File: src/rtl/msb_index_decoder.sv
// Bit-index to mask decoder (one-hot, thermometer, descending one-hot burst) with valid/ready on both sides.
// Optional macro MSB_DEC_ERR_EN adds the err port and makes mode 3 a flagged no-op.
module msb_index_decoder #(
  parameter int W  = 8,
  parameter int IW = $clog2(W)
) (
  input  logic          clock,
  input  logic          resetn,
  input  logic          in_valid,
  output logic          in_ready,
  input  logic [IW-1:0] in_idx,
  input  logic [1:0]    in_mode,
  output logic          out_valid,
  input  logic          out_ready,
  output logic [W-1:0]  out_mask,
  output logic          out_last,
  output logic          busy
`ifdef MSB_DEC_ERR_EN
  ,
  output logic          err
`endif
);

  typedef enum logic [1:0] {IDLE, HOLD, BURST} state_t;

  state_t        state, state_nxt;
  logic [IW-1:0] cnt, cnt_nxt;
  logic [IW-1:0] cnt_dec;
  logic          valid_p1, valid_nxt;
  logic [W-1:0]  mask_p1, mask_nxt;
  logic          last_p1, last_nxt;
`ifdef MSB_DEC_ERR_EN
  logic          err_p1, err_nxt;
`endif

  function automatic logic [W-1:0] onehot(input logic [IW-1:0] idx);
    logic [W-1:0] m;
    m = '0;
    m[idx] = 1'b1;
    return m;
  endfunction

  // Bits [idx:0] set; avoids the (2<<idx)-1 overflow at idx=W-1.
  function automatic logic [W-1:0] thermo(input logic [IW-1:0] idx);
    logic [W-1:0] m;
    for (int i = 0; i < W; i++) m[i] = (IW'(i) <= idx);
    return m;
  endfunction

  assign cnt_dec = cnt - IW'(1);

  always_comb begin
    state_nxt = state;
    cnt_nxt   = cnt;
    valid_nxt = valid_p1;
    mask_nxt  = mask_p1;
    last_nxt  = last_p1;
`ifdef MSB_DEC_ERR_EN
    err_nxt   = 1'b0;
`endif
    case (state)
      IDLE: begin
        if (in_valid) begin
          case (in_mode)
            2'd1: begin
              state_nxt = HOLD;
              valid_nxt = 1'b1;
              mask_nxt  = thermo(in_idx);
              last_nxt  = 1'b1;
            end
            2'd2: begin
              state_nxt = BURST;
              cnt_nxt   = in_idx;
              valid_nxt = 1'b1;
              mask_nxt  = onehot(in_idx);
              last_nxt  = (in_idx == '0);
            end
`ifdef MSB_DEC_ERR_EN
            2'd3: begin
              err_nxt = 1'b1;
            end
`endif
            default: begin
              state_nxt = HOLD;
              valid_nxt = 1'b1;
              mask_nxt  = onehot(in_idx);
              last_nxt  = 1'b1;
            end
          endcase
        end
      end
      HOLD: begin
        if (out_ready) begin
          state_nxt = IDLE;
          valid_nxt = 1'b0;
          mask_nxt  = '0;
          last_nxt  = 1'b0;
        end
      end
      BURST: begin
        if (out_ready) begin
          if (cnt == '0) begin
            state_nxt = IDLE;
            valid_nxt = 1'b0;
            mask_nxt  = '0;
            last_nxt  = 1'b0;
          end else begin
            cnt_nxt  = cnt_dec;
            mask_nxt = onehot(cnt_dec);
            last_nxt = (cnt_dec == '0);
          end
        end
      end
      default: begin
        state_nxt = IDLE;
        valid_nxt = 1'b0;
        mask_nxt  = '0;
        last_nxt  = 1'b0;
      end
    endcase
  end

  // Output register stage (p1)
  always_ff @(posedge clock or negedge resetn) begin
    if (!resetn) begin
      state    <= IDLE;
      cnt      <= '0;
      valid_p1 <= 1'b0;
      mask_p1  <= '0;
      last_p1  <= 1'b0;
`ifdef MSB_DEC_ERR_EN
      err_p1   <= 1'b0;
`endif
    end else begin
      state    <= state_nxt;
      cnt      <= cnt_nxt;
      valid_p1 <= valid_nxt;
      mask_p1  <= mask_nxt;
      last_p1  <= last_nxt;
`ifdef MSB_DEC_ERR_EN
      err_p1   <= err_nxt;
`endif
    end
  end

  assign in_ready  = (state == IDLE);
  assign busy      = (state != IDLE);
  assign out_valid = valid_p1;
  assign out_mask  = mask_p1;
  assign out_last  = last_p1;
`ifdef MSB_DEC_ERR_EN
  assign err       = err_p1;
`endif

endmodule
File: config.mk
export PLATFORM = sky130hd
export DESIGN_NAME = msb_index_decoder
export DESIGN_NICKNAME = d
export VERILOG_FILES = /design/src/rtl/msb_index_decoder.sv
export SDC_FILE = /design/constraint.sdc
export NUM_CORES = 1
export LEC_CHECK = 0
export CAP_MARGIN = 40
export CORE_MARGIN = 2
export CORE_UTILIZATION = 45
export DETAILED_ROUTE_END_ITERATION = 16
export PLACE_DENSITY = 0.85
export SYNTH_ARGS = -nofsm -noshare
export SYNTH_HDL_FRONTEND = slang
export SYNTH_SLANG_ARGS = --single-unit
File: constraint.sdc
create_clock -name clock -period 1.6 [get_ports clock]
set_clock_uncertainty 0.15 [all_clocks]
set_input_delay 0.32 -clock clock [delete_from_list [all_inputs] [get_ports clock]]
set_output_delay 0.32 -clock clock [all_outputs]
set_load 0.005 [all_outputs]
## After elaboration in Yosys (flattened, before gate mapping)

Cells that the tools add are included.

| storage, ports and cells | value |
|---|---|
| register bits | 15 |
| input bits | 9 |
| output and inout bits | 12 |

| cells by class | value |
|---|---|
| add/sub/neg operators | 1 |
| $lt $le $gt $ge | 12 |
| equal/unequal tests | 10 |
| multiplexer cells | 31 |
| reductions and logical operators | 11 |

Operators by type and width:

| cell | number |
|---|---|
| $mux 8 | 5 |
| $pmux 8 s3 | 1 |
| $le 3x3->1 const A | 4 |
| $mux 3 | 4 |
| $mux 1 | 10 |
| $mux 2 | 5 |
| $ne 2x2->1 const B | 5 |
| $logic_not 3->1 | 3 |
| $lt 3x4->1 const B | 2 |
| $demux 1 s3 | 2 |
| $ge 3x1->1 const B | 2 |
| $le 1x3->1 const A | 2 |
| $le 2x3->1 const A | 2 |
| $pmux 1 s3 | 2 |
| $pmux 2 s3 | 1 |
| $pmux 3 s2 | 1 |
| $reduce_and 5->1 | 1 |
| $eq 2x1->1 const B | 2 |
| $eq 2x2->1 const B | 2 |
| $reduce_and 4->1 | 1 |
| $reduce_bool 2->1 | 2 |
| $reduce_and 3->1 | 1 |
| $sub 3x1->3 const B | 1 |
| $logic_and 1x1->1 | 2 |
| other kinds (2) | 2 |

## Depth between registers and ports, before layout

| depth | value |
|---|---|
| depth after elaboration | 8 |
| gate-level depth with buffers | 7 |
| mapped depth without buffers | 6 |

## Worst setup path before layout

No wires, ideal clock.

| timing | value |
|---|---|
| kind | register to register |
| from | register cnt[0] |
| to | register mask_p1[1], in the netlist out_mask[1] |
| setup time | 0.066 ns |
| arrival time | 1.326 ns |
| required time | 1.384 ns |
| path slack | 0.058 ns |
| cell stages (with the launch flop) | 8 |
| path buffers | 1 |
| clock period less this slack | 1.542 ns |
| cell sequence | dfrtp_1 > inv_2 > ha_1 > buf_2 > xnor2_1 > nand2_1 > o32ai_1 > a22o_1 |

| on the way | value |
|---|---|
| word-level cells in the longest chain between the ends | 8 |
| elaborated cells between the ends (all ways) | 10 |

RTL lines:

| element | line | RTL |
|---|---|---|
| start, declared | 27 | `logic [IW-1:0] cnt, cnt_nxt;` |
| start signal, assigned | 136 | `cnt <= cnt_nxt;` |
| $sub 3x1->3 | 50 | `assign cnt_dec = cnt - IW'(1);` |
| $lt 3x4->1 (not written as such) or $ge 3x1->1 (tied branches) | 39 | `m[idx] = 1'b1;` |
| $logic_and 1x1->1 (not written as such) | 39 |  |
| $mux 1 (not written as such) | 39 |  |
| $demux 1 s3 | 39 |  |
| $mux 8 * | 102 | `if (cnt == '0) begin` |
| $mux 8 * | 101 | `if (out_ready) begin` |
| $pmux 8 s3 * | 61 | `case (state)` |
| end signal, assigned | 138 | `mask_p1 <= mask_nxt;` |
| end, declared | 30 | `logic [W-1:0] mask_p1, mask_nxt;` |

Mark *: on every way between the ends. The rest lies on a longest branch, timed or not. The select of a mux whose other input is x is not followed.
A chain may end at the register's enable or synchronous reset.

## Worst setup path in the final report

| timing | value |
|---|---|
| from | register state[0] |
| to | register mask_p1[4], in the netlist out_mask[4] |

| on the way | value |
|---|---|
| word-level cells in the longest chain between the ends | 3 |
| elaborated cells between the ends (all ways) | 8 |

RTL lines:

| element | line | RTL |
|---|---|---|
| start, declared | 26 | `state_t state, state_nxt;` |
| start signal, assigned | 135 | `state <= state_nxt;` |
| $eq 2x1->1, or another cell as far along | 61 |  |
| $ne 2x2->1 (no line) | -- |  |
| $reduce_and 3->1 (no line) | -- |  |

Parallel ways exist; a longest one is shown, timed or not.

==> summary.md <==
| Metric | Value |
|---|---|
| Io pins | `21` |
| PwrDens | `1850 nW/µm²` |
| Final wirelength | `2894 µm` |
| Die area | `2606 µm²` |
| Num CTS Buffers | `3` |
| Final number of setup-violating endpoints | `9` |
| First-pass DRT Iterations | `4` |
| Period utilization | `103.9%` |
| CTS root buffer | `clkbuf_4` |
| Worst setup SP type | `flip-flop` |
| Yosys cell types | `38` |
| Crit path top cell by count | `buf_6` |
| Vias | `1080` |
| Routing usage on met1 | `29.42%` |
| Tot Pwr | `2.891 mW` |
| Global routing's busiest layer | `met2` |
| H-tree depth | `1` |
| Ant. Diodes | `0` |
| HPWL Detailed | `2000 µm` |
| Worst reg2reg startpoint | `state[0]` |
| Largest net degree at the start of global routing | `16` |
| Leak pwr | `0.7399 nW` |
| Async SR Flop Fraction | `100.0%` |
| Data arrival time of the worst path | `1710 ps` |
| Critical Path End Type | `flip-flop` |
| Crit path max-delay family | `flip-flops` |
| Clk_lat worst skew | `300 ps` |
| Final Cell Area | `1563 µm²` |
| M2 GR Usage | `43.94%` |
| Area delta synth->final | `56.91%` |
| Nets | `172` |
| Slowest-stage cell, CP | `dfrtp_1` |
| Post-DP Area | `1359 µm²` |
| Slew HR | `73.55%` |
| Ys Warns | `0` |
| Critical path data required time | `1640 ps` |
| Die height | `51.05 µm` |
| GR Overflow Total | `0` |
| Drt drc | `0` |
| Post-synth EDFFs | `0` |
| Setup_tns | `-421.9 ps` |
| CP peak stage delay | `410 ps` |
| Max Cap Viol | `0` |
| Wire per inst | `15.48 µm` |
| First-pass GRT wire length | `4740 µm` |
| Initial Util | `46.36%` |
| FF+latch count, synth | `15` |
| Max Transition Viols Final | `0` |
| CP Buf/Inv Count | `2` |
| Synth Flop Type | `dfrtp_1` |
| Row count | `17` |
| GPL Wtd Cong | `0.8816` |
| Syn_area_per_cell | `9.222 µm²` |
| Max IR drop VDD | `0.001156 V` |
| I/O Buffers | `20` |
| RSZ-0062 raised after global routing | `yes` |
| CTS tree | `done` |
| Mapped Area | `996.0 µm²` |
| Syn Nets | `120` |
| Crit-path cells | `buf_6 > buf_6 > mux2_4 > o22ai_4 > nor2_4 > a22o_1` |
| Vias in the first global route | `1056` |
| Syn Inst Count | `108` |
| Max Buffers Root-to-Sink | `2` |
| Most frequent cells in the layout | `32 x buf_4, 15 x dfrtp_1, 10 x dlygate4sd2_1, 9 x a21oi_1` |
| Max Fanout on Critical Path | `8` |
| Via density per instance | `5.775` |
| Failing checks | `negative setup slack` |
| Initial antenna violation count | `0` |
| Worst-margin pin slew | `394.1 ps` |
| Fin crit period | `1663 ps` |
| Final WS setup | `-62.88 ps` |
| Final hold violations | `0` |
| Drt first-iter violations | `36` |
| Status | `finished, violations left` |
| Final ANT Viol Nets | `0` |
| Most common cell after layout, fill and taps aside | `buf_4` |
| Sink Count | `15` |
| Clock-pin transition on the worst setup and hold timing paths | `100 ps` |
| Fin Hold WS | `172.5 ps` |
| Flop2flop setup slack | `-60 ps` |
| Hold WC Path Type | `input pin to asynchronous set/reset pin` |
| Layout cell share with drive strength beyond 1 | `37.11%` |
| Critical setup path kind | `flip-flop to flip-flop` |
| Total global-route track usage | `24.30%` |
| Fmax | `601.4 MHz` |
| Crit path launch | `state[0]` |
| Met3 GRT Util | `3.216%` |
| Die W | `51.05 µm` |
| Core ar. | `2148 µm²` |
| Register area share after synthesis | `37.69%` |
==> sequential cells by signal, summed over array words and instances (netlist names) <==
name / cells
out_mask: 8
cnt: 3
state: 2
out_last: 1
out_valid: 1
==> worst paths after layout <==
kind / cells after the start / end
min in group clock: 2 / out_mask[7]
hold reg to reg: 2 / out_mask[7]
max in group asynchronous: 2 / cnt[1]
setup / recovery: 6 / out_mask[4]
hold / removal: 2 / out_mask[2]
setup reg to reg: 6 / out_mask[4]
==> layer usage <==
layer	wire, µm	vias up
met5	0	-
met1	1157	531
met4	33	0
met2	1572	42
li1	-	503
met3	131	4
==> cells by family after synthesis <==
logic type / count (synthesis) / share of synthesized area (%)
AO/OA/AOI/OAI: 40 / 27.64
XOR/XNOR: 2 / 1.759
adder cells (fa/ha/maj): 3 / 3.769
buffers and inverters: 14 / 7.537
flip-flops: 15 / 37.69
multiplexers: 4 / 4.522
AND/OR/NAND/NOR: 30 / 17.09
==> synthesized netlist by cell type (all sizes together), types with 2 or more instances <==
cell type	number	area, µm²
o22ai	6	43.79
inv	6	22.52
o32ai	3	26.28
nor3	2	10.01
dfrtp	15	375.4
buf	6	45.04
a22o	8	70.07
a21oi	10	50.05
nor2	5	23.77
nand2b	2	20.02
nor2b	6	40.04
ha	3	37.54
nand3	3	15.01
mux2i	3	30.03
clkbuf	2	7.510
o21ai	7	35.03
nand2	8	30.03
==> report_power, final <==
group          internal, mW  switching [mW]  total [mW]
Clock                0.0973           0.138       0.235
Sequential            0.541           0.109       0.650
Combinational          1.04           0.964        2.01
==> metrics by stage <==
stage | worst slack, ps | util [%] | cells
6_report | -62.88 | 72.74 | 187
3_3_place_gp | -201.1 | 63.25 | 172
2_1_floorplan | 58.13 | - | 108
3_5_place_dp | -278.2 | 63.25 | 172
5_1_grt | -104.7 | 72.74 | 187
4_1_cts | -41.16 | 70.53 | 186
==> cell type report <==
| cell class | count | area [µm²] |
|---|---|---|
| tap | 28 | 35.03 |
| inverter | 6 | 22.52 |
| clock buffer | 4 | 26.28 |
| sequential | 15 | 375.4 |
| multi-input combinational | 79 | 646.9 |
| fill | 165 | 585.6 |
| timing repair buffer | 55 | 456.7 |
==> what timing repair did <==
item,in CTS,in global routing
endpoints found under the setup margin,21,15
gates resized for setup,26,11
setup buffers,10,1
hold buffers,0,0
pin swaps,4,7
No activity file was read; power rests on OpenSTA's default activity.
